`config.mk`:
```
export PLATFORM = sky130hd
export DESIGN_NAME = instr_fetch_unit
export DESIGN_NICKNAME = d
export VERILOG_FILES = /design/src/rtl/cpu_pkg.sv /design/src/rtl/fetch_wdog.sv /design/src/rtl/instr_fetch_unit.sv
export SDC_FILE = /design/constraint.sdc
export NUM_CORES = 1
export LEC_CHECK = 0
export CORE_AREA = 4 4 67 69
export DETAILED_ROUTE_END_ITERATION = 16
export DIE_AREA = 0 0 71 73
export PLACE_DENSITY_LB_ADDON = 0.15
export SKIP_CTS_REPAIR_TIMING = 1
export SLEW_MARGIN = 20
export SYNTH_ARGS = -nofsm -noshare
export SYNTH_HDL_FRONTEND = slang
export SYNTH_SLANG_ARGS = --single-unit
```
`constraint.sdc`:
```
create_clock -name clk -period 1.7 [get_ports clk]
set_input_delay 0.34 -clock clk [delete_from_list [all_inputs] [get_ports clk]]
set_output_delay 0.34 -clock clk [all_outputs]
set_load 0.01 [all_outputs]
```
`src/rtl/cpu_pkg.sv`:
```
// cpu_pkg: definitions shared by the fetch unit and the control unit.
//   - default PC / instruction widths
//   - instruction field layout (opcode [9:6], operand [5:0]) and opcode constants
//   - fetch_state_t: fetch sequencer states
package cpu_pkg;

    localparam int PC_W_DEF    = 8;
    localparam int INSTR_W_DEF = 10;
    localparam int OPC_W       = 4;
    localparam int OPND_W      = 6;

    localparam logic [OPC_W-1:0] OPC_JMP = 4'b1001;

    typedef enum logic [2:0] {
        IDLE,
        FETCH,
        WAIT,
        ISSUE,
        HALT
    } fetch_state_t;

endpackage

```
`src/rtl/fetch_wdog.sv`:
```
// fetch_wdog: watchdog for the fetch WAIT state.
//   clk, reset_n : clock / async active-low reset
//   clr          : synchronous clear (wins over en)
//   en           : count one more idle wait cycle
//   tc           : terminal-count pulse, high in the cycle en=1 with count==TIMEOUT-1
module fetch_wdog #(
    parameter int TIMEOUT = 16
) (
    input  logic clk,
    input  logic reset_n,
    input  logic clr,
    input  logic en,
    output logic tc
);

    localparam int CW = $clog2(TIMEOUT);
    localparam logic [CW-1:0] TC_VAL = CW'(TIMEOUT - 1);

    logic [CW-1:0] cnt_q, cnt_d;

    always_comb begin
        cnt_d = cnt_q;
        if (clr)
            cnt_d = '0;
        else if (en && cnt_q != TC_VAL)
            cnt_d = cnt_q + 1'b1;
    end

    always_ff @(posedge clk or negedge reset_n) begin
        if (!reset_n) cnt_q <= '0;
        else          cnt_q <= cnt_d;
    end

    assign tc = en && !clr && (cnt_q == TC_VAL);

endmodule

```
`src/rtl/instr_fetch_unit.sv`:
```
// instr_fetch_unit: owns the PC, issues one program-memory read per
// instruction, holds the fetched word for the decoder and applies jumps.
//   clk, reset_n        : clock / async active-low reset
//   run, halt_req       : start/resume level, stop-after-issue request
//   stall               : hold the current instruction in ISSUE
//   load_PC, pc_value   : jump request from the decoder (ISSUE only)
//   imem_req/addr       : one-cycle read request, address = pc
//   imem_rvalid/rdata   : read response (accepted only in WAIT)
//   instruction         : registered word to the decoder
//   instr_valid, pc     : word is current / its address
//   halted, fault       : in HALT / sticky fetch timeout
// Optional build macro FETCH_BREAKPOINT_EN adds bkpt_addr, bkpt_en, bkpt_hit:
// a FETCH at the breakpoint address goes to HALT without a request; the
// following resume fetches that address once without re-checking.
module instr_fetch_unit
    import cpu_pkg::*;
#(
    parameter int PC_W    = PC_W_DEF,
    parameter int INSTR_W = INSTR_W_DEF,
    parameter int TIMEOUT = 16
) (
    input  logic               clk,
    input  logic               reset_n,
    input  logic               run,
    input  logic               halt_req,
    input  logic               stall,
    input  logic               load_PC,
    input  logic [PC_W-1:0]    pc_value,
    output logic               imem_req,
    output logic [PC_W-1:0]    imem_addr,
    input  logic               imem_rvalid,
    input  logic [INSTR_W-1:0] imem_rdata,
    output logic [INSTR_W-1:0] instruction,
    output logic               instr_valid,
    output logic [PC_W-1:0]    pc,
    output logic               halted,
    output logic               fault
`ifdef FETCH_BREAKPOINT_EN
    ,
    input  logic [PC_W-1:0]    bkpt_addr,
    input  logic               bkpt_en,
    output logic               bkpt_hit
`endif
);

    fetch_state_t       state_q, state_d;
    logic [PC_W-1:0]    pc_q, pc_d;
    logic [INSTR_W-1:0] instr_q, instr_d;
    logic               iv_q, iv_d;
    logic               halted_q, halted_d;
    logic               fault_q, fault_d;
    logic               wd_clr, wd_en, wd_tc;
    logic               bkpt_div;

    fetch_wdog #(.TIMEOUT(TIMEOUT)) u_wdog (
        .clk     (clk),
        .reset_n (reset_n),
        .clr     (wd_clr),
        .en      (wd_en),
        .tc      (wd_tc)
    );

`ifdef FETCH_BREAKPOINT_EN
    logic bkpt_hit_q, bkpt_hit_d;
    logic bkpt_skip_q, bkpt_skip_d;   // one-shot bypass after a breakpoint halt

    assign bkpt_div = (state_q == FETCH) && bkpt_en && (pc_q == bkpt_addr) && !bkpt_skip_q;

    always_comb begin
        bkpt_hit_d  = bkpt_hit_q;
        bkpt_skip_d = bkpt_skip_q;
        if (state_q == FETCH) begin
            bkpt_hit_d  = bkpt_div;
            bkpt_skip_d = bkpt_div;
        end
    end

    always_ff @(posedge clk or negedge reset_n) begin
        if (!reset_n) begin
            bkpt_hit_q  <= 1'b0;
            bkpt_skip_q <= 1'b0;
        end else begin
            bkpt_hit_q  <= bkpt_hit_d;
            bkpt_skip_q <= bkpt_skip_d;
        end
    end

    assign bkpt_hit = bkpt_hit_q;
`else
    assign bkpt_div = 1'b0;
`endif

    always_comb begin
        state_d  = state_q;
        pc_d     = pc_q;
        instr_d  = instr_q;
        fault_d  = fault_q;
        imem_req = 1'b0;
        wd_clr   = 1'b0;
        wd_en    = 1'b0;
        case (state_q)
            IDLE: begin
                if (run) state_d = FETCH;
            end
            FETCH: begin
                wd_clr = 1'b1;
                if (bkpt_div) begin
                    state_d = HALT;
                end else begin
                    imem_req = 1'b1;
                    state_d  = WAIT;
                end
            end
            WAIT: begin
                if (imem_rvalid) begin
                    instr_d = imem_rdata;
                    state_d = ISSUE;
                end else begin
                    wd_en = 1'b1;
                    if (wd_tc) begin
                        fault_d = 1'b1;
                        state_d = HALT;
                    end
                end
            end
            ISSUE: begin
                // stall freezes everything, including a pending jump
                if (!stall) begin
                    pc_d    = load_PC ? pc_value : pc_q + 1'b1;
                    state_d = halt_req ? HALT : FETCH;
                end
            end
            HALT: begin
                if (run && !halt_req && !fault_q) state_d = FETCH;
            end
            default: state_d = IDLE;
        endcase
        // status flags registered from the next state so they track it exactly
        iv_d     = (state_d == ISSUE);
        halted_d = (state_d == HALT);
    end

    always_ff @(posedge clk or negedge reset_n) begin
        if (!reset_n) begin
            state_q  <= IDLE;
            pc_q     <= '0;
            instr_q  <= '0;
            iv_q     <= 1'b0;
            halted_q <= 1'b0;
            fault_q  <= 1'b0;
        end else begin
            state_q  <= state_d;
            pc_q     <= pc_d;
            instr_q  <= instr_d;
            iv_q     <= iv_d;
            halted_q <= halted_d;
            fault_q  <= fault_d;
        end
    end

    assign imem_addr   = pc_q;
    assign pc          = pc_q;
    assign instruction = instr_q;
    assign instr_valid = iv_q;
    assign halted      = halted_q;
    assign fault       = fault_q;

endmodule

```
==> results of run 1 <==
## power groups by stage
stage | Combinational (mW) | Sequential [mW] | Clock [mW]
6_report | 1.64 | 1.20 | 0.529
5_1_grt | 1.79 | 1.25 | 0.575
4_1_cts | 1.66 | 1.19 | 0.543
3_5_place_dp | 1.65 | 1.20 | 0
3_3_place_gp | 1.62 | 1.19 | 0
2_1_floorplan | 0.840 | 1.22 | 0
## Yosys cell counts (2+ instances only)
cell and instances:
nand2_1 4, a22o_1 4, nand2b_1 5, nor3_1 5, a211oi_1 3, nor2_1 9
o31ai_1 2, inv_1 2, and3_1 4, nand4_1 2, buf_4 9, nand3b_1 2
a21oi_1 8, mux2i_1 3, and2_1 3, and4_1 2, clkbuf_1 3, mux2_2 11
buf_2 2, nor4b_1 2, dfrtp_1 28, o21ai_0 8, o2bb2ai_1 3, ha_1 2
nand3_1 3, nor2b_1 3
## cell type report
cell class                 count  share of cell area
sequential                    28               0.323
multi-input combinational     97               0.315
timing repair buffer          65               0.297
tap                           50              0.0286
clock buffer                   3              0.0189
clock inverter                 1              0.0137
inverter                       2             0.00343
## cell families after synthesis
group | after synthesis | synth area share
multiplexers | 14 | 0.103
buffers and inverters | 18 | 0.0751
AND/OR/NAND/NOR | 50 | 0.202
adder cells (fa/ha/maj) | 2 | 0.0167
AO/OA/AOI/OAI | 31 | 0.136
flip-flops | 28 | 0.467
## stage by stage
stage | setup TNS, ns | util | instance area, µm² | setup slack, ns | instances
floorplan | 0 | - | 1500 | 0.157 | 143
global placement | -0.476 | 0.536 | 2100 | -0.0882 | 241
detailed placement | -1.10 | 0.536 | 2100 | -0.162 | 241
CTS | -0.259 | 0.554 | 2170 | -0.235 | 245
global route | 0 | 0.559 | 2190 | 0.00883 | 246
finish | 0 | 0.559 | 2190 | 0.0739 | 246
## state kept, by name, indices dropped and copies added, names as in the netlist
register	flops
instruction	10
imem_addr	8
u_wdog.cnt_q	4
state_q	3
fault	1
halted	1
instr_valid	1
## worst max path at each step
| stage | depth (start not counted) | start | end |
|---|---|---|---|
| 4_1_cts | 3 | state_q[2] | imem_req |
| 2_1_floorplan | 6 | state_q[2] | imem_addr[7] |
| 3_3_place_gp | 4 | imem_rvalid | u_wdog.cnt_q[0] |
| 5_1_grt | 1 | imem_addr[1] | pc[1] |
| 3_5_place_dp | 4 | imem_rvalid | u_wdog.cnt_q[0] |
| 6_report | 1 | imem_addr[4] | pc[4] |
## metal layers
metal | vias to the layer above | wire length (µm)
met4 | 0 | 22
met3 | 2 | 136
met2 | 34 | 1870
met5 | - | 0
met1 | 640 | 1560
li1 | 617 | -
## worst reg2reg max path, stage by stage (launching register included)
cell,delay (ns)
dfrtp_1,0.44
buf_4,0.15
buf_4,0.14
and4bb_4,0.39
mux2_2,0.35
nand3_1,0.07
==> results.toml, run 1 <==
[worst_setup_path]
worst_setup_path_end_kind = "output pin"
crit_fanout = 8
cp.required_ns = 1.36
reg2reg_setup_slack_ns = 0.10
worstPathArrival_ns = 1.29
max_stage_delay_ns = 0.57
reg2reg_to = "imem_addr[5]"
cp-start-kind = "flip-flop"
path_cells = "clkdlybuf4s50_1"
timing.rr.start = "state_q[2]"
path_buf_inv = 1
critical_path_class = "flip-flop to output pin"
crit_family = "buffers and inverters"
reg2regPathDepth = 5
cp_slowest_cell = "clkdlybuf4s50_1"

[synthesis]
synthCells = 143
synth_area_um2 = 1500
synth_enable_flop_cells = 0
synth_area_per_cell_um2 = 10.5
async_flop_share = 1.00
ys_seq_area_frac = 0.467
yosysWarnings = 0
syn_nets = 170
synth.area.top_cells = "dfrtp_1 47%, mux2_2 8.3%, buf_4 4.5%, a21oi_1 2.7%, o21ai_0 2.7%"
yosys.area.top_type_share = 0.467
synth_cell_type_count = 37
ys_ff_latch = 28
synth_top_cell_by_area = "dfrtp_1"
synthFlopType = "dfrtp_1"

[outcome]
status = "complete, no violations"

[hold_path]
hp-class = "primary input to asynchronous set/reset pin"

[grt]
antenna_found_initial = 0
grt_pass1_wl_um = 6090
grt_overflow_total = 0
grt_util_met1 = 0.184
grt-busiest-layer = "met2"
track_usage = 0.145
use_met3 = 0.0262
grt_max_degree = 29
met2_usage = 0.254
first_global_vias = 1342

[finish]
layout_common_cells = "53 x clkdlybuf4s50_1, 24 x dfrtp_1, 11 x mux2_2"
multi_input_area_um2 = 689
final_common_cell = "clkdlybuf4s50_1"
finalNetCount = 224
fill_cells = 358
seqCellArea_um2 = 706
area_delta_synth_final_pct = 45.9
drive_above_1_share = 0.163
antenna_cells = 0

[die]
std_cell_rows = 23
die-area_um2 = 5180
die_y_um = 73
io_pins = 55
die_w_um = 71
start_util = 0.383
core_area_um2 = 3910

[routing]
drc = 0
drt_iter0_markers = 98
ant_nets = 0
drt-vias-per-instance = 5.26
wl_um = 3590
vias = 1293
wire_per_inst_um = 14.6
drtPass1Iterations = 4

[power]
switching_power_mw = 1.12
pwr-share-clk = 0.157
netSwitchingFraction = 0.333
p_leak_nw = 0.910
irDropWorstVdd_v = 0.000670
total_power_mw = 3.38
p_int_mw = 2.25
pwr-share-comb = 0.487
p_seq_frac = 0.356
power.density_nw_per_um2 = 1540

[sta]
worstMarginPinSlew_ns = 0.367
final-setup-viol-count = 0
hold_ws_ns = 0.438
relSlewSlack = 0.756
fin_skew_ns = 0.00889
fmax_ghz = 0.615
grt_setup_unrepaired = "no"
period_share = 0.957
finalCriticalPeriod_ns = 1.63
hold_viol = 0
report.final.slew_viol_count = 0

[place]
place_congestion = 0.760
hpwl_um = 2710
port_buffers = 54

[job]
drv_cap = 0

[clock_tree]
cts_made_buffers = 3
clkSlewWorstSetupHoldPaths_ns = 0.10
clock_sinks = 28
clock_latency_ns = 0.28
cts_tree = "done"
cts_root_buf = "clkbuf_8"
htreeDepth = 1
cts_max_path_buffers = 2
Power figures use the tool's default switching activity.
==> run 2: changes to the inputs <==
- CORE_AREA: 4 4 67 69 -> 4 4 64 66
- DIE_AREA: 0 0 71 73 -> 0 0 68 70
- SETUP_SLACK_MARGIN: unset -> 0.15
==> run 2 against run 1 <==
  * Routed wire length grew 11%
  * Total power grew 6.1%
  * Critical path depth grew 2
  * Critical endpoint is now imem_req
  * Sequential cell count is the same
  * Sequential power shrank 3%
  * Hold slack lost 0.076 ns
  * Global-route usage grew 1.7 points
  * Final area grew 13%
  * Non-clock buffer count grew 21
  * Largest cell class is now non-clock buffers
  * Critical path type unchanged
==> results.toml, run 2 (synthesized netlist as in run 1, its figures left out) <==
[outcome]
status = "complete, no violations"

[routing]
met1Wirelength_um = 1720
drc = 0
drt_iter0_markers = 162
wl_met3_um = 207
wire_per_inst_um = 15.1
wl_um = 3990
ant_nets = 0
wl_met2_um = 2050
vias = 1374
top_layer = "met4"
drtPass1Iterations = 4
drt-vias-per-instance = 5.18

[worst_setup_path]
cp-start-kind = "flip-flop"
reg2reg_setup_slack_ns = 0.11
worstPathArrival_ns = 1.27
critical_path_class = "flip-flop to output pin"
cp.required_ns = 1.36
cp-startpoint = "state_q[2]"
reg2regPathDepth = 5
worst_setup_path_end_kind = "output pin"
timing.rr.start = "state_q[0]"
reg2reg_to = "instruction[4]"
crit_fanout = 4
crit_end = "imem_req"

[clock_tree]
cts_tree = "done"
htreeDepth = 1
cts_made_buffers = 3
clkSlewWorstSetupHoldPaths_ns = 0.15
cts_root_buf = "clkbuf_4"
clock_sinks = 28
clock_latency_ns = 0.33
cts_max_path_buffers = 2

[die]
die_w_um = 68
std_cell_rows = 22
io_pins = 55
die-area_um2 = 4760
die_y_um = 70
start_util = 0.419
core_area_um2 = 3580

[power]
switching_power_mw = 1.23
power.density_nw_per_um2 = 1450
p_int_mw = 2.35
netSwitchingFraction = 0.344
total_power_mw = 3.58
p_seq_frac = 0.323
irDropWorstVdd_v = 0.000955
pwr-share-clk = 0.092
p_leak_nw = 1.32
pwr-share-comb = 0.585

[finish]
largest_register_ffs = 10
fill_cells = 279
layout_common_cells = "30 x dlymetal6s2s_1, 28 x buf_4, 24 x clkdlybuf4s50_1"
finalNetCount = 245
area_delta_synth_final_pct = 64.9
drive_above_1_share = 0.286
antenna_cells = 0
final_common_cell = "dlymetal6s2s_1"

[grt]
grt_overflow_total = 0
first_global_vias = 1333
grt_pass1_wl_um = 6090
grt_max_degree = 29
antenna_found_initial = 0
track_usage = 0.162

[sta]
finalCriticalPeriod_ns = 1.61
worst_slack_ns = 0.0870
worstMarginPinSlew_ns = 0.357
fmax_ghz = 0.620
period_share = 0.949
hold_viol = 0
report.final.slew_viol_count = 0
relSlewSlack = 0.762
grt_setup_unrepaired = "yes"
fin_skew_ns = 0.00491
final-setup-viol-count = 0

[hold_path]
hp-class = "primary input to asynchronous set/reset pin"

[place]
hpwl_um = 2660
port_buffers = 54
place_congestion = 0.865
pre_cts_slack_ns = -0.137

[job]
drv_cap = 0
==> run 2: cell count changes in the layout (fill, tap and decap cells not counted), sizes merged <==
cell           delta
clkbuf            +2
bufinv            -1
dlymetal6s2s     +29
buf              +20
clkdlybuf4s50    -29
==> run 2: critical path, stage by stage, from the launching register on <==
cell	delay [ns]
dfrtp_1	0.45
nand2b_1	0.18
nor2_1	0.13
dlymetal6s2s_1	0.18
==> run 2: per-layer routing <==
layer | vias to the layer above | GRT usage
li1 | 664 | -
met1 | 664 | 0.205
met2 | 44 | 0.272
met3 | 2 | 0.0482
met4 | 0 | 0.0265
met5 | - | 0
==> run 2: worst min-delay path by stage <==
stage | to | slack (ns) | cells past startpoint
floorplan | fault | 0.04 | 0
global placement | instruction[1] | 0.49 | 1
detailed placement | instruction[0] | 0.50 | 1
CTS | u_wdog.cnt_q[3] | 0.38 | 2
global route | u_wdog.cnt_q[0] | 0.37 | 2
finish | u_wdog.cnt_q[3] | 0.36 | 2
==> run 2: area by class of cell <==
type	count	area [µm²]	area share
well taps	48	60.1	0.0243
clock buffers	4	36.3	0.0147
flip-flops and latches	28	711	0.287
multi-input cells	97	756	0.306
inverters	2	7.51	0.00304
repair buffers	86	902	0.365
==> run 2: power groups by stage <==
stage	Combinational [mW]	Clock, mW	Sequential (mW)
finish	2.09	0.331	1.16
global route	2.27	0.371	1.19
CTS	1.68	0.338	1.19
detailed placement	1.67	0	1.20
global placement	1.64	0	1.18
floorplan	0.840	0	1.22
==> run 2: through the flow <==
step	hold slack [ns]	utilization	instances	area, µm²	setup TNS [ns]
finish	0.362	0.691	265	2470	0
floorplan	0.0444	-	143	1500	0
detailed placement	0.499	0.587	240	2100	-0.818
global route	0.373	0.691	265	2470	0
global placement	0.489	0.587	240	2100	-0.573
CTS	0.382	0.598	244	2140	-0.693
==> edit: new RTL, settings of run 1 <==
`PC_W_DEF`: 8 -> 6.
--- a/src/rtl/cpu_pkg.sv
+++ b/src/rtl/cpu_pkg.sv
@@ -5,5 +5,5 @@
 package cpu_pkg;
 
-    localparam int PC_W_DEF    = 8;
+    localparam int PC_W_DEF    = 6;
     localparam int INSTR_W_DEF = 10;
     localparam int OPC_W       = 4;
Interface: changed (resized imem_addr, pc and pc_value); port bits go from 55 to 49. No check against the original RTL was run, so the function may have changed too.
==> edit against run 1 <==
- total power shrank 14%
- sequential power down 10%
- final area is 12% lower
- synthesized area shrank 14%
- sequential share of layout area increased by 1.8 points
- routed wire length fell by 19%
- sequential cell count decreased by 2
- worst setup slack improved by 9.0 ps
==> edit: results (changes against run 1) <==
[metrics] global-route usage over all layers: 0.115 (-0.0296)
[metrics] count of input and output buffers: 48 (-11%)
[metrics] met2 Track Usage GR: 0.186 (-0.0680)
[metrics] post-synthesis compound-gate area fraction: 0.149 (+0.0132)
[metrics] placed cell count: 221 (-8.3%)
[metrics] Nets: 201 (-10%)
[metrics] wirelength, routed: 2920 µm (-19%)
[metrics] static leakage: 0.832 nW (-8.6%)
[metrics] clock tree skew after final layout: 3.70 ps (-5.19 ps)
[metrics] top cells by instance count after synthesis: dfrtp_1 (26), mux2_2 (11), nor2_1 (10)
[metrics] fraction of layout cells with a size suffix above 1: 0.172 (+0.00915)
[metrics] flip-flop count of the largest register, all copies and words added: 10 (unchanged)
[metrics] slack of the worst reg-to-reg path: 180 ps (+80 ps)
[metrics] sequential share of the synthesized area: 0.504 (+0.0364)
[metrics] count of cell types in the netlist: 34 (-8.1%)
[metrics] First DRT Iteration DRCs: 46 (-53%)
[metrics] slew at the pin with the worst max-slew slack: 358 ps (-9.02 ps)
[metrics] status: complete, no violations
[metrics] worst-path maximum fanout: 6 (-2)
[metrics] GPL Wtd Cong: 0.806 (+6.0%)
[metrics] number of global-route vias before repair: 1069 (-20%)
[metrics] Syn. warnings: 0 (unchanged)
[metrics] synthesized netlist net count: 146 (-14%)
[metrics] first-pass GRT wire length: 4890 µm (-20%)
[metrics] routed length per placed instance: 13.0 µm (-11%)
[metrics] largest net degree at the start of global routing: 27 (-6.9%)
[metrics] met1 track demand over resource in global routing: 0.158 (-0.0257)
[metrics] post-synthesis instance total: 121 (-15%)
[metrics] clock tree root driver cell: clkbuf_8
[metrics] portion of netlist area occupied by mux cells: 0.104 (+0.00101)
[metrics] Async SR Flop Fraction: 1.00 (unchanged)
[metrics] maximum root-to-sink buffer count: 2 (unchanged)
[metrics] htree depth: 1 (unchanged)
[metrics] clock latency on the worst-skew pair: 260 ps (-20 ps)
[metrics] worst voltage drop across the vdd grid: 0.605 mV (-9.7%)
[metrics] placed wire-length estimate after detailed placement: 2240 µm (-17%)
[metrics] adder-cell share of the synthesized area: 0.0194 (+0.00269)
[metrics] Avg Vias per Cell: 5.02 (-4.5%)
[metrics] worst hold slack: 451 ps (+12.6 ps)
-- edit: area by class of cell --
class | count | area [µm²]
clock buffer | 3 | 41.3
inverter | 2 | 7.51
sequential | 26 | 653
fill | 371 | 2000
multi-input combinational | 84 | 574
tap | 50 | 62.6
timing repair buffer | 59 | 578
-- edit: logic make-up (layout without fill, tap and decap cells) --
group	after synthesis	count (layout)
buffers and inverters	11	64
AND/OR/NAND/NOR	41	41
flip-flops	26	26
multiplexers	12	12
AO/OA/AOI/OAI	29	29
adder cells (fa/ha/maj)	2	2
-- edit: where the power goes --
part           internal (mW)  leakage (nW)  switching, mW
logic                  0.916         0.492          0.577
registers              0.869         0.318          0.216
clock network          0.158        0.0216          0.178
total                   1.94         0.832          0.970
-- edit: final timing paths --
kind                                 from         endpoint  depth (start not counted)
setup / recovery             imem_addr[0]            pc[0]                          1
hold / removal                    reset_n  u_wdog.cnt_q[3]                          2
setup reg to reg               state_q[1]   instruction[1]                          4
hold reg to reg            instruction[5]   instruction[5]                          1
max in group asynchronous         reset_n     imem_addr[3]                          2
min in group clk           instruction[5]   instruction[5]                          1
-- edit: through the flow --
step	cell area [µm²]	utilization	worst slack, ps
after floorplan	1290	-	208
after global placement	1870	0.478	-70.2
after detailed placement	1870	0.478	-112
after CTS	1910	0.488	-224
after global routing	1920	0.490	26.7
final	1920	0.490	82.9
-- edit: layer usage --
layer	up-vias	wire length [µm]
li1	545	-
met1	530	1370
met2	47	1330
met3	2	206
met4	0	19
met5	-	0
